`src/rtl/core_ifetch_pkg.sv`:
```
// Shared types and constants for the instruction fetch unit and its
// data-side sibling.
package core_ifetch_pkg;

  localparam int IF_ADDR_W = 64;
  localparam int IF_DATA_W = 64;
  localparam int IF_TAG_W  = IF_ADDR_W - 3;

  typedef enum logic {
    IFETCH_IDLE,
    IFETCH_WAIT
  } ifetch_state_t;

  // Returned on cycles that carry no valid instruction.
  localparam logic [31:0] NOP_INST = 32'h0;

  typedef struct packed {
    logic                 req;
    logic [IF_ADDR_W-1:0] addr;
  } imem_req_t;

  typedef struct packed {
    logic                 rvalid;
    logic [IF_DATA_W-1:0] rdata;
  } imem_rsp_t;

  // Pick the 32-bit instruction out of a doubleword using pc[2].
  function automatic logic [31:0] word_sel(input logic [IF_DATA_W-1:0] dw,
                                           input logic hi);
    return hi ? dw[63:32] : dw[31:0];
  endfunction

endpackage

```
`src/rtl/core_ifetch_buf.sv`:
```
// One-entry doubleword fetch buffer: tag lookup, word select, fill and
// invalidate. An invalidate in the same cycle suppresses the hit.
module core_ifetch_buf
  import core_ifetch_pkg::*;
#(
  parameter int TAG_W  = IF_TAG_W,
  parameter int DATA_W = IF_DATA_W
) (
  input  logic              clock,
  input  logic              reset,
  input  logic [TAG_W-1:0]  lookup_tag,
  input  logic              word_hi,
  input  logic              inval,
  input  logic              fill_en,
  input  logic [TAG_W-1:0]  fill_tag,
  input  logic [DATA_W-1:0] fill_data,
  output logic              hit,
  output logic [31:0]       word
);

  logic              buf_valid_q, buf_valid_d;
  logic [TAG_W-1:0]  buf_tag_q, buf_tag_d;
  logic [DATA_W-1:0] buf_data_q, buf_data_d;

  assign hit  = buf_valid_q && (buf_tag_q == lookup_tag) && !inval;
  assign word = word_hi ? buf_data_q[DATA_W-1:DATA_W/2] : buf_data_q[DATA_W/2-1:0];

  // Next buffer contents: invalidate wins, otherwise a fill loads tag+data.
  always_comb begin
    // NOTE: every output gets a default first so no path leaves it unassigned (no latch).
    buf_valid_d = buf_valid_q;
    buf_tag_d   = buf_tag_q;
    buf_data_d  = buf_data_q;
    if (inval) begin
      buf_valid_d = 1'b0;
    end else if (fill_en) begin
      buf_valid_d = 1'b1;
      buf_tag_d   = fill_tag;
      buf_data_d  = fill_data;
    end
  end

  // Buffer registers with synchronous active-low reset.
  always_ff @(posedge clock) begin
    // NOTE: sequential state uses non-blocking assignments so all flops update together.
    if (!reset) begin
      buf_valid_q <= 1'b0;
      buf_tag_q   <= '0;
      // NOTE: the data register is cleared too so inst never shows X after reset.
      buf_data_q  <= '0;
    end else begin
      buf_valid_q <= buf_valid_d;
      buf_tag_q   <= buf_tag_d;
      buf_data_q  <= buf_data_d;
    end
  end

endmodule

```
`src/rtl/core_ifetch.sv`:
```
// Instruction fetch unit: turns the IF pc into a 32-bit instruction, owning
// the imem request/response handshake and a one-doubleword buffer.
module core_ifetch
  import core_ifetch_pkg::*;
#(
  parameter int ADDR_W = 64,
  parameter int DATA_W = 64
) (
  input  logic              clock,
  input  logic              reset,
  input  logic [ADDR_W-1:0] pc,
  input  logic              inval,
  output logic [31:0]       inst,
  output logic              fetch_stall,
  output logic              inst_misaligned,
  output logic              imem_req,
  output logic [ADDR_W-1:0] imem_addr,
  input  logic              imem_gnt,
  input  logic              imem_rvalid,
  input  logic [DATA_W-1:0] imem_rdata,
  output logic [31:0]       miss_count
);

  localparam int TAG_W = ADDR_W - 3;

  ifetch_state_t    state_q, state_d;
  logic [TAG_W-1:0] req_tag_q, req_tag_d;
  logic             stale_q, stale_d;
  logic [31:0]      miss_count_q, miss_count_d;

  logic [TAG_W-1:0] pc_tag;
  logic             pc_misaligned;
  logic             buf_hit;
  logic [31:0]      buf_word;
  logic             fill_en;

  assign pc_tag        = pc[ADDR_W-1:3];
  assign pc_misaligned = |pc[1:0];
  assign imem_addr     = {pc[ADDR_W-1:3], 3'b000};
  assign miss_count    = miss_count_q;

  core_ifetch_buf #(
    .TAG_W  (TAG_W),
    .DATA_W (DATA_W)
  ) u_buf (
    .clock      (clock),
    .reset      (reset),
    .lookup_tag (pc_tag),
    .word_hi    (pc[2]),
    .inval      (inval),
    .fill_en    (fill_en),
    .fill_tag   (pc_tag),
    .fill_data  (imem_rdata),
    .hit        (buf_hit),
    .word       (buf_word)
  );

  // Handshake FSM: hit/misaligned service in IDLE, one outstanding request in WAIT.
  always_comb begin
    state_d         = state_q;
    req_tag_d       = req_tag_q;
    stale_d         = stale_q;
    miss_count_d    = miss_count_q;
    inst            = NOP_INST;
    fetch_stall     = 1'b1;
    inst_misaligned = 1'b0;
    imem_req        = 1'b0;
    fill_en         = 1'b0;
    case (state_q)
      IFETCH_IDLE: begin
        if (pc_misaligned) begin
          inst_misaligned = 1'b1;
          fetch_stall     = 1'b0;
        end else if (buf_hit) begin
          inst        = buf_word;
          fetch_stall = 1'b0;
        end else begin
          imem_req = 1'b1;
          if (imem_gnt) begin
            req_tag_d    = pc_tag;
            stale_d      = 1'b0;
            miss_count_d = miss_count_q + 32'd1;
            state_d      = IFETCH_WAIT;
          end
        end
      end
      IFETCH_WAIT: begin
        stale_d = stale_q | inval;
        if (imem_rvalid) begin
          state_d = IFETCH_IDLE;
          // Only a live response for the pc still being fetched is kept.
          if (!stale_q && !inval && (req_tag_q == pc_tag)) begin
            fill_en = 1'b1;
            // A misaligned pc keeps stalling; its flag is raised back in IDLE.
            if (!pc_misaligned) begin
              inst        = word_sel(imem_rdata, pc[2]);
              fetch_stall = 1'b0;
            end
          end
        end
      end
      default: state_d = IFETCH_IDLE;
    endcase
  end

  // FSM, request tag, stale flag and miss counter registers.
  always_ff @(posedge clock) begin
    if (!reset) begin
      state_q      <= IFETCH_IDLE;
      req_tag_q    <= '0;
      stale_q      <= 1'b0;
      miss_count_q <= '0;
    end else begin
      state_q      <= state_d;
      req_tag_q    <= req_tag_d;
      stale_q      <= stale_d;
      miss_count_q <= miss_count_d;
    end
  end

endmodule
```
`config.mk`:
```
export PLATFORM = sky130hd
export DESIGN_NAME = core_ifetch
export DESIGN_NICKNAME = d
export VERILOG_FILES = /design/src/rtl/core_ifetch_pkg.sv /design/src/rtl/core_ifetch_buf.sv /design/src/rtl/core_ifetch.sv
export SDC_FILE = /design/constraint.sdc
export NUM_CORES = 1
export LEC_CHECK = 0
export ABC_AREA = 1
export ABC_CLOCK_PERIOD_IN_PS = 2500
export BUFFER_PORTS_ARGS = -buffer_cell sky130_fd_sc_hd__buf_2
export CAP_MARGIN = 20
export CORE_UTILIZATION = 50
export DETAILED_ROUTE_END_ITERATION = 12
export PLACE_DENSITY = 0.74
export RECOVER_POWER = 25
export SLEW_MARGIN = 10
export SYNTH_ARGS = -nofsm -noshare
export SYNTH_HDL_FRONTEND = slang
export SYNTH_SLANG_ARGS = --single-unit
```
`constraint.sdc`:
```
create_clock -name clock -period 2.5 [get_ports clock]
set_clock_uncertainty 0.15 [all_clocks]
set_input_delay 0.125 -clock clock [delete_from_list [all_inputs] [get_ports clock]]
set_output_delay 0.125 -clock clock [all_outputs]
set_load 0.02 [all_outputs]
```
Word level (Yosys, flattened, before mapping)
Cells that the tools add are included.
- flip-flop bits (word level): 221
- bits of input ports: 133
- output and inout bits: 131
- logic and storage cells: 58
- add/subtract/negate cells: 1
- eq/ne operators: 5
- mux-type cells: 28
- bitwise logic cells: 6
- reductions and logical operators: 11
- operators with widths (cell ; count):
    $mux 32 ; 7
    $eq 61x61->1 ; 2
    $pmux 32 s2 ; 1
    $add 32x1->32 const B ; 1
    $mux 1 ; 17
    $ne 2x2->1 const B ; 3
    $pmux 1 s2 ; 3
    $not 1->1 ; 5
    $logic_and 1x1->1 ; 4
    $reduce_and 4->1 ; 1
    $reduce_or 2->1 ; 2
    $reduce_and 3->1 ; 1
    $logic_not 1->1 ; 2
    $reduce_and 2->1 ; 1
    $or 1x1->1 ; 1

Depth between registers and ports, before layout
- depth after elaboration: 7
- gate-level depth with buffers: 14
- depth with buffers taken out: 13

By module
Synthesis repeated with hierarchy kept, for this count alone.
- cells, all modules: 1877
- area, all modules: 12195.4 µm²
- modules (own cells, without submodules) (module ; times used ; cells each ; area each (µm²) ; sequential area each (µm²)):
    core_ifetch ; 1 ; 1012 ; 6357.3 ; 1901.8
    core_ifetch_buf ; 1 ; 865 ; 5838.1 ; 2522.4

Least setup slack after synthesis
OpenSTA, ideal clock, no wires.
- kind: flip-flop to flip-flop
- start: register miss_count_q[0], in the netlist miss_count[0]
- end: register miss_count_q[12], in the netlist miss_count[12]
- setup time: 0.070 ns
- arrival: 1.764 ns
- data required time: 2.280 ns
- path slack: 0.515 ns
- cell stages (with the launch flop): 9
- path buffers: 0
- clock period less this slack: 1.985 ns
- cells stage by stage: dfxtp_1 ha_1 inv_1 nor3_1 inv_1 nor2_1 xor2_1 nand4_1 a21oi_1
- longest elaborated chain between the ends: 1
- ends and longest elaborated chain (what ; RTL line ; RTL):
    start, declared ; core_ifetch.sv:29 ; logic [31:0] miss_count_q, miss_count_d;
    start signal, assigned ; core_ifetch.sv:117 ; miss_count_q <= miss_count_d;
    $add 32x1->32 ; core_ifetch.sv:82 ; miss_count_d = miss_count_q + 32'd1;
No other way between the ends.
A chain may end at the register's enable or synchronous reset.

Worst setup path in the final report
- start: register u_buf.buf_tag_q[25]
- end: output port inst[9]
- longest elaborated chain between the ends: 6
- ends and longest elaborated chain (what ; RTL line ; RTL):
    start, declared ; core_ifetch_buf.sv:22 ; logic [TAG_W-1:0] buf_tag_q, buf_tag_d;
    start signal, assigned ; core_ifetch_buf.sv:53 ; buf_tag_q <= buf_tag_d;
    $eq 61x61->1 ; core_ifetch_buf.sv:25 ; assign hit = buf_valid_q && (buf_tag_q == lookup_tag) && !inval;
    $logic_and 1x1->1 (2 in series) ; core_ifetch_buf.sv:25 ;
    $mux 32 ; core_ifetch.sv:74 ; end else if (buf_hit) begin
    $mux 32 ; core_ifetch.sv:71 ; if (pc_misaligned) begin
    $pmux 32 s2 ; core_ifetch.sv:69 ; case (state_q)
    end, declared ; core_ifetch.sv:13 ; output logic [31:0] inst,
No other way between the ends.

==> impl_metrics.py <==
metrics = {
    "outcome": {
        "status": "complete, but fails checks",
        "violations": "setup timing",
    },
    "final_layout": {
        "area_growth_pct": 34.7,
        "fillers": 2120,
        "nNetsFinal": 2669,
        "stdcell_count": 2891,
        "drive_gt1_share_pct": 20.8,
        "utilization_pct": 68.4,
    },
    "route": {
        "first_pass_iters": 8,
        "drc": 0,
        "via_per_inst": 5.39,
        "wire_per_inst_um": 17.1,
        "via_count": 15600,
        "antenna_left": 0,
        "wl_um": 49300,
        "dr.first_iter.drc_count": 1926,
    },
    "timing": {
        "worst_pin_slew_ps": 885,
        "maxSlewViolCount": 0,
        "max_freq_mhz": 351,
        "final.period_utilization_pct": 114,
        "final-hold-violation-count": 0,
        "slew_headroom_pct": 41.0,
        "fin_crit_ps": 2850,
        "worst_slack_ps": -349,
        "hold_ws_ps": 16.6,
        "grt_setup_unrepaired": "yes",
        "setup_violations": 33,
    },
    "worst_setup_path": {
        "cp_num_buf_inv": 4,
        "cp.arrival_ps": 2570,
        "slowest_delay_ps": 330,
        "cp-end-kind": "output port",
        "worstPathMaxFanout": 8,
        "critPathLaunchType": "flop",
        "rr_worst_depth": 16,
        "crit_type": "reg2out",
        "crit_path_frequent_cell": "nand2_1",
        "crit_family": "simple AND/OR/NAND/NOR gates",
        "critPathSlowestCell": "dfxtp_1",
        "cp_data_required_time_ps": 2230,
        "rr_startpoint": "stale_q$_SDFFE_PN0P_",
        "critPathLaunch": "u_buf.buf_tag_q[25]$_SDFFE_PN0P_",
        "path_cells": "inv_2 > nand2_1 > o21ai_1 > nor2_1 > nand2_1 > nor2_1 > nand2_1 > nor2_1 > nand2_2 > nor2_4 > buf_6 > buf_16 > o211ai_1 > nand2_1 > buf_6",
        "cp_num_cells": 15,
    },
    "pwr": {
        "p_per_area_nw_per_um2": 500,
        "leakage_nw": 8.95,
        "peakVddDrop_v": 0.000532,
        "finalPower_mw": 8.87,
    },
    "clock_network": {
        "htree_levels": 1,
        "clock_latency_ps": 550,
        "cts.path.max_buffers": 3,
        "cts_made_buffers": 26,
        "cts_tree": "done",
        "clk_pin_slew_ps": 60,
        "cts_sinks": 221,
        "clock-root-buffer": "clkbuf_16",
    },
    "global_route": {
        "grt.met1_usage_pct": 42.1,
        "grt_busiest_layer": "met2",
        "grt_use_total_pct": 32.3,
        "use_met3_pct": 4.67,
        "antenna_found_initial": 1,
        "grt_util_met2_pct": 53.7,
        "grt_pass1_wl_um": 69200,
        "grt_pass1_vias": 13500,
        "overflow": 0,
        "grt_max_degree": 164,
    },
    "placed_design": {
        "finalWeightedCongestion": 0.894,
        "pre_cts_slack_ps": 213,
        "hpwl_um": 26200,
        "io_buffers": 260,
        "dp_cells": 2675,
    },
    "floorplan": {
        "start_util_pct": 50.8,
        "io_pins": 264,
        "rows": 59,
        "core_area_um2": 25900,
        "die_h_um": 164,
        "die_width_um": 164,
        "die_area_um2": 27000,
    },
    "synth": {
        "synth_seq_cells": 221,
        "ys_types": 29,
        "netlist.area_leader.share_pct": 33.6,
        "synth_edf_count": 0,
        "synthArstFlopShare_pct": 0,
        "syn_area_um2": 13200,
        "yosysTopAreaCell": "dfxtp_1",
        "synthCells": 2223,
        "synth_area_leaders": "dfxtp_1 (34%), nand2_1 (21%), nor2_1 (14%)",
        "syn_area_per_cell_um2": 5.92,
        "synth-main-ff-cell": "dfxtp_1",
        "yosysWarnings": 0,
        "synth_seq_area_share_pct": 33.6,
    },
    "hold_path": {
        "hp-class": "in2reg",
        "hold_depth": 6,
        "min-delay-start": "imem_gnt",
    },
    "run": {
        "cap_violations": 0,
    },
}
-- repair_timing --
| action | CTS | global route |
|---|---|---|
| gates resized for setup | 128 | 122 |
| endpoints found under the hold margin | 189 | 2 |
| buffers inserted | 12 | 9 |
| hold buffers | 126 | 1 |
| pin swaps | 21 | 68 |
| cloned | 6 | 17 |
| setup endpoints to repair | 33 | 147 |
-- flip-flops by register name, indices dropped and copies added, names as in the netlist --
name and count:
stale_q 1, req_tag_q 61, u_buf.buf_valid_q 1, u_buf.buf_tag_q 61, state_q 1, u_buf.buf_data_q 64, miss_count 32
-- kinds of logic (layout without fill, tap and decap cells) --
| group | count (synthesis) | after routing | synth area share (%) |
|---|---|---|---|
| and+or+nand+nor | 1341 | 1341 | 40.1 |
| adders and majority gates | 1 | 1 | 0.0951 |
| buffers and inverters | 413 | 743 | 14.8 |
| xor gates and xnor gates | 41 | 41 | 2.73 |
| other | 1 | 4 | 0.0285 |
| AOI/OAI and AO/OA | 205 | 205 | 8.67 |
| DFF | 221 | 221 | 33.6 |
-- cell usage after synthesis (2+ instances only) --
cell / number
xor2_1: 19
inv_2: 42
buf_1: 5
o21ai_0: 52
nand4_1: 61
buf_2: 26
nand3_1: 17
clkbuf_1: 60
buf_4: 68
buf_6: 14
a21oi_1: 92
xnor2_1: 22
o211ai_1: 34
inv_1: 197
nor3_1: 11
o21ai_1: 6
nand3_2: 2
nand2_1: 737
dfxtp_1: 221
nor2_2: 4
nand3b_1: 7
o22ai_1: 19
nor2_1: 501
-- routing by layer --
layer / vias to the layer above / wire (um)
li1: 7368 / -
met1: 6973 / 19100
met2: 998 / 22400
met3: 241 / 5120
met4: 0 / 2760
met5: - / 0
-- layout make-up --
cell class	count	area, um2	share of cell area [%]
clock buffers	40	805	4.54
diodes	1	2.50	0.0141
inverters	240	901	5.08
repair buffers	455	3790	21.4
flip-flops and latches	221	4450	25.1
clock inverters	8	121	0.685
well taps	335	419	2.36
multi-input cells	1591	7230	40.8
-- report_power, final --
group	total, mW	switching (mW)	internal, mW
combinational	1.15	0.727	0.427
clock	4.11	1.59	2.52
sequential	3.60	0.0323	3.57
-- worst register-to-register path, cell delays in order (launching register included) --
cell       delay [ps]
dfxtp_1           310
nor2_1            150
nand2_1           120
a21oi_2           150
nand2_1            80
nor2_2            110
nand2_1            70
nor2_2            150
buf_4             130
buf_4             110
nand3_4           120
buf_12            180
buf_8             130
clkbuf_16         160
nand2_1            60
nand2_1            50
nor2_1            140
-- cell usage in the layout (no fill, tap or decap), drive strengths merged, types with 3 or more instances in the layout --
cell / netlist / final
buf: 113 / 287
nand3: 19 / 19
conb: 1 / 3
dfxtp: 221 / 221
nor2: 505 / 505
inv: 239 / 241
dlygate4sd3: 0 / 127
nand4: 61 / 61
a21oi: 92 / 92
o22ai: 19 / 19
bufinv: 0 / 3
xor2: 19 / 19
clkinv: 1 / 4
nor3: 11 / 11
nand2: 737 / 737
o211ai: 34 / 34
o21ai: 58 / 58
clkbuf: 60 / 81
xnor2: 22 / 22
nand3b: 7 / 7
-- final timing paths --
kind                                                          end  slack (ps)
worst max-delay path                                      inst[9]        -350
worst min-delay path                   req_tag_q[30]$_SDFFE_PN0P_          20
worst max register to register  u_buf.buf_data_q[53]$_SDFFE_PN0P_          70
worst min register to register         req_tag_q[58]$_SDFFE_PN0P_         330
-- stage by stage --
step	setup TNS (ps)	cell area (um2)
floorplan	0	13200
global placement	0	14200
detailed placement	0	14200
CTS	-8010	17000
global route	-12370	17700
finish	-9850	17700
No activity file was read; power rests on OpenSTA's default activity.
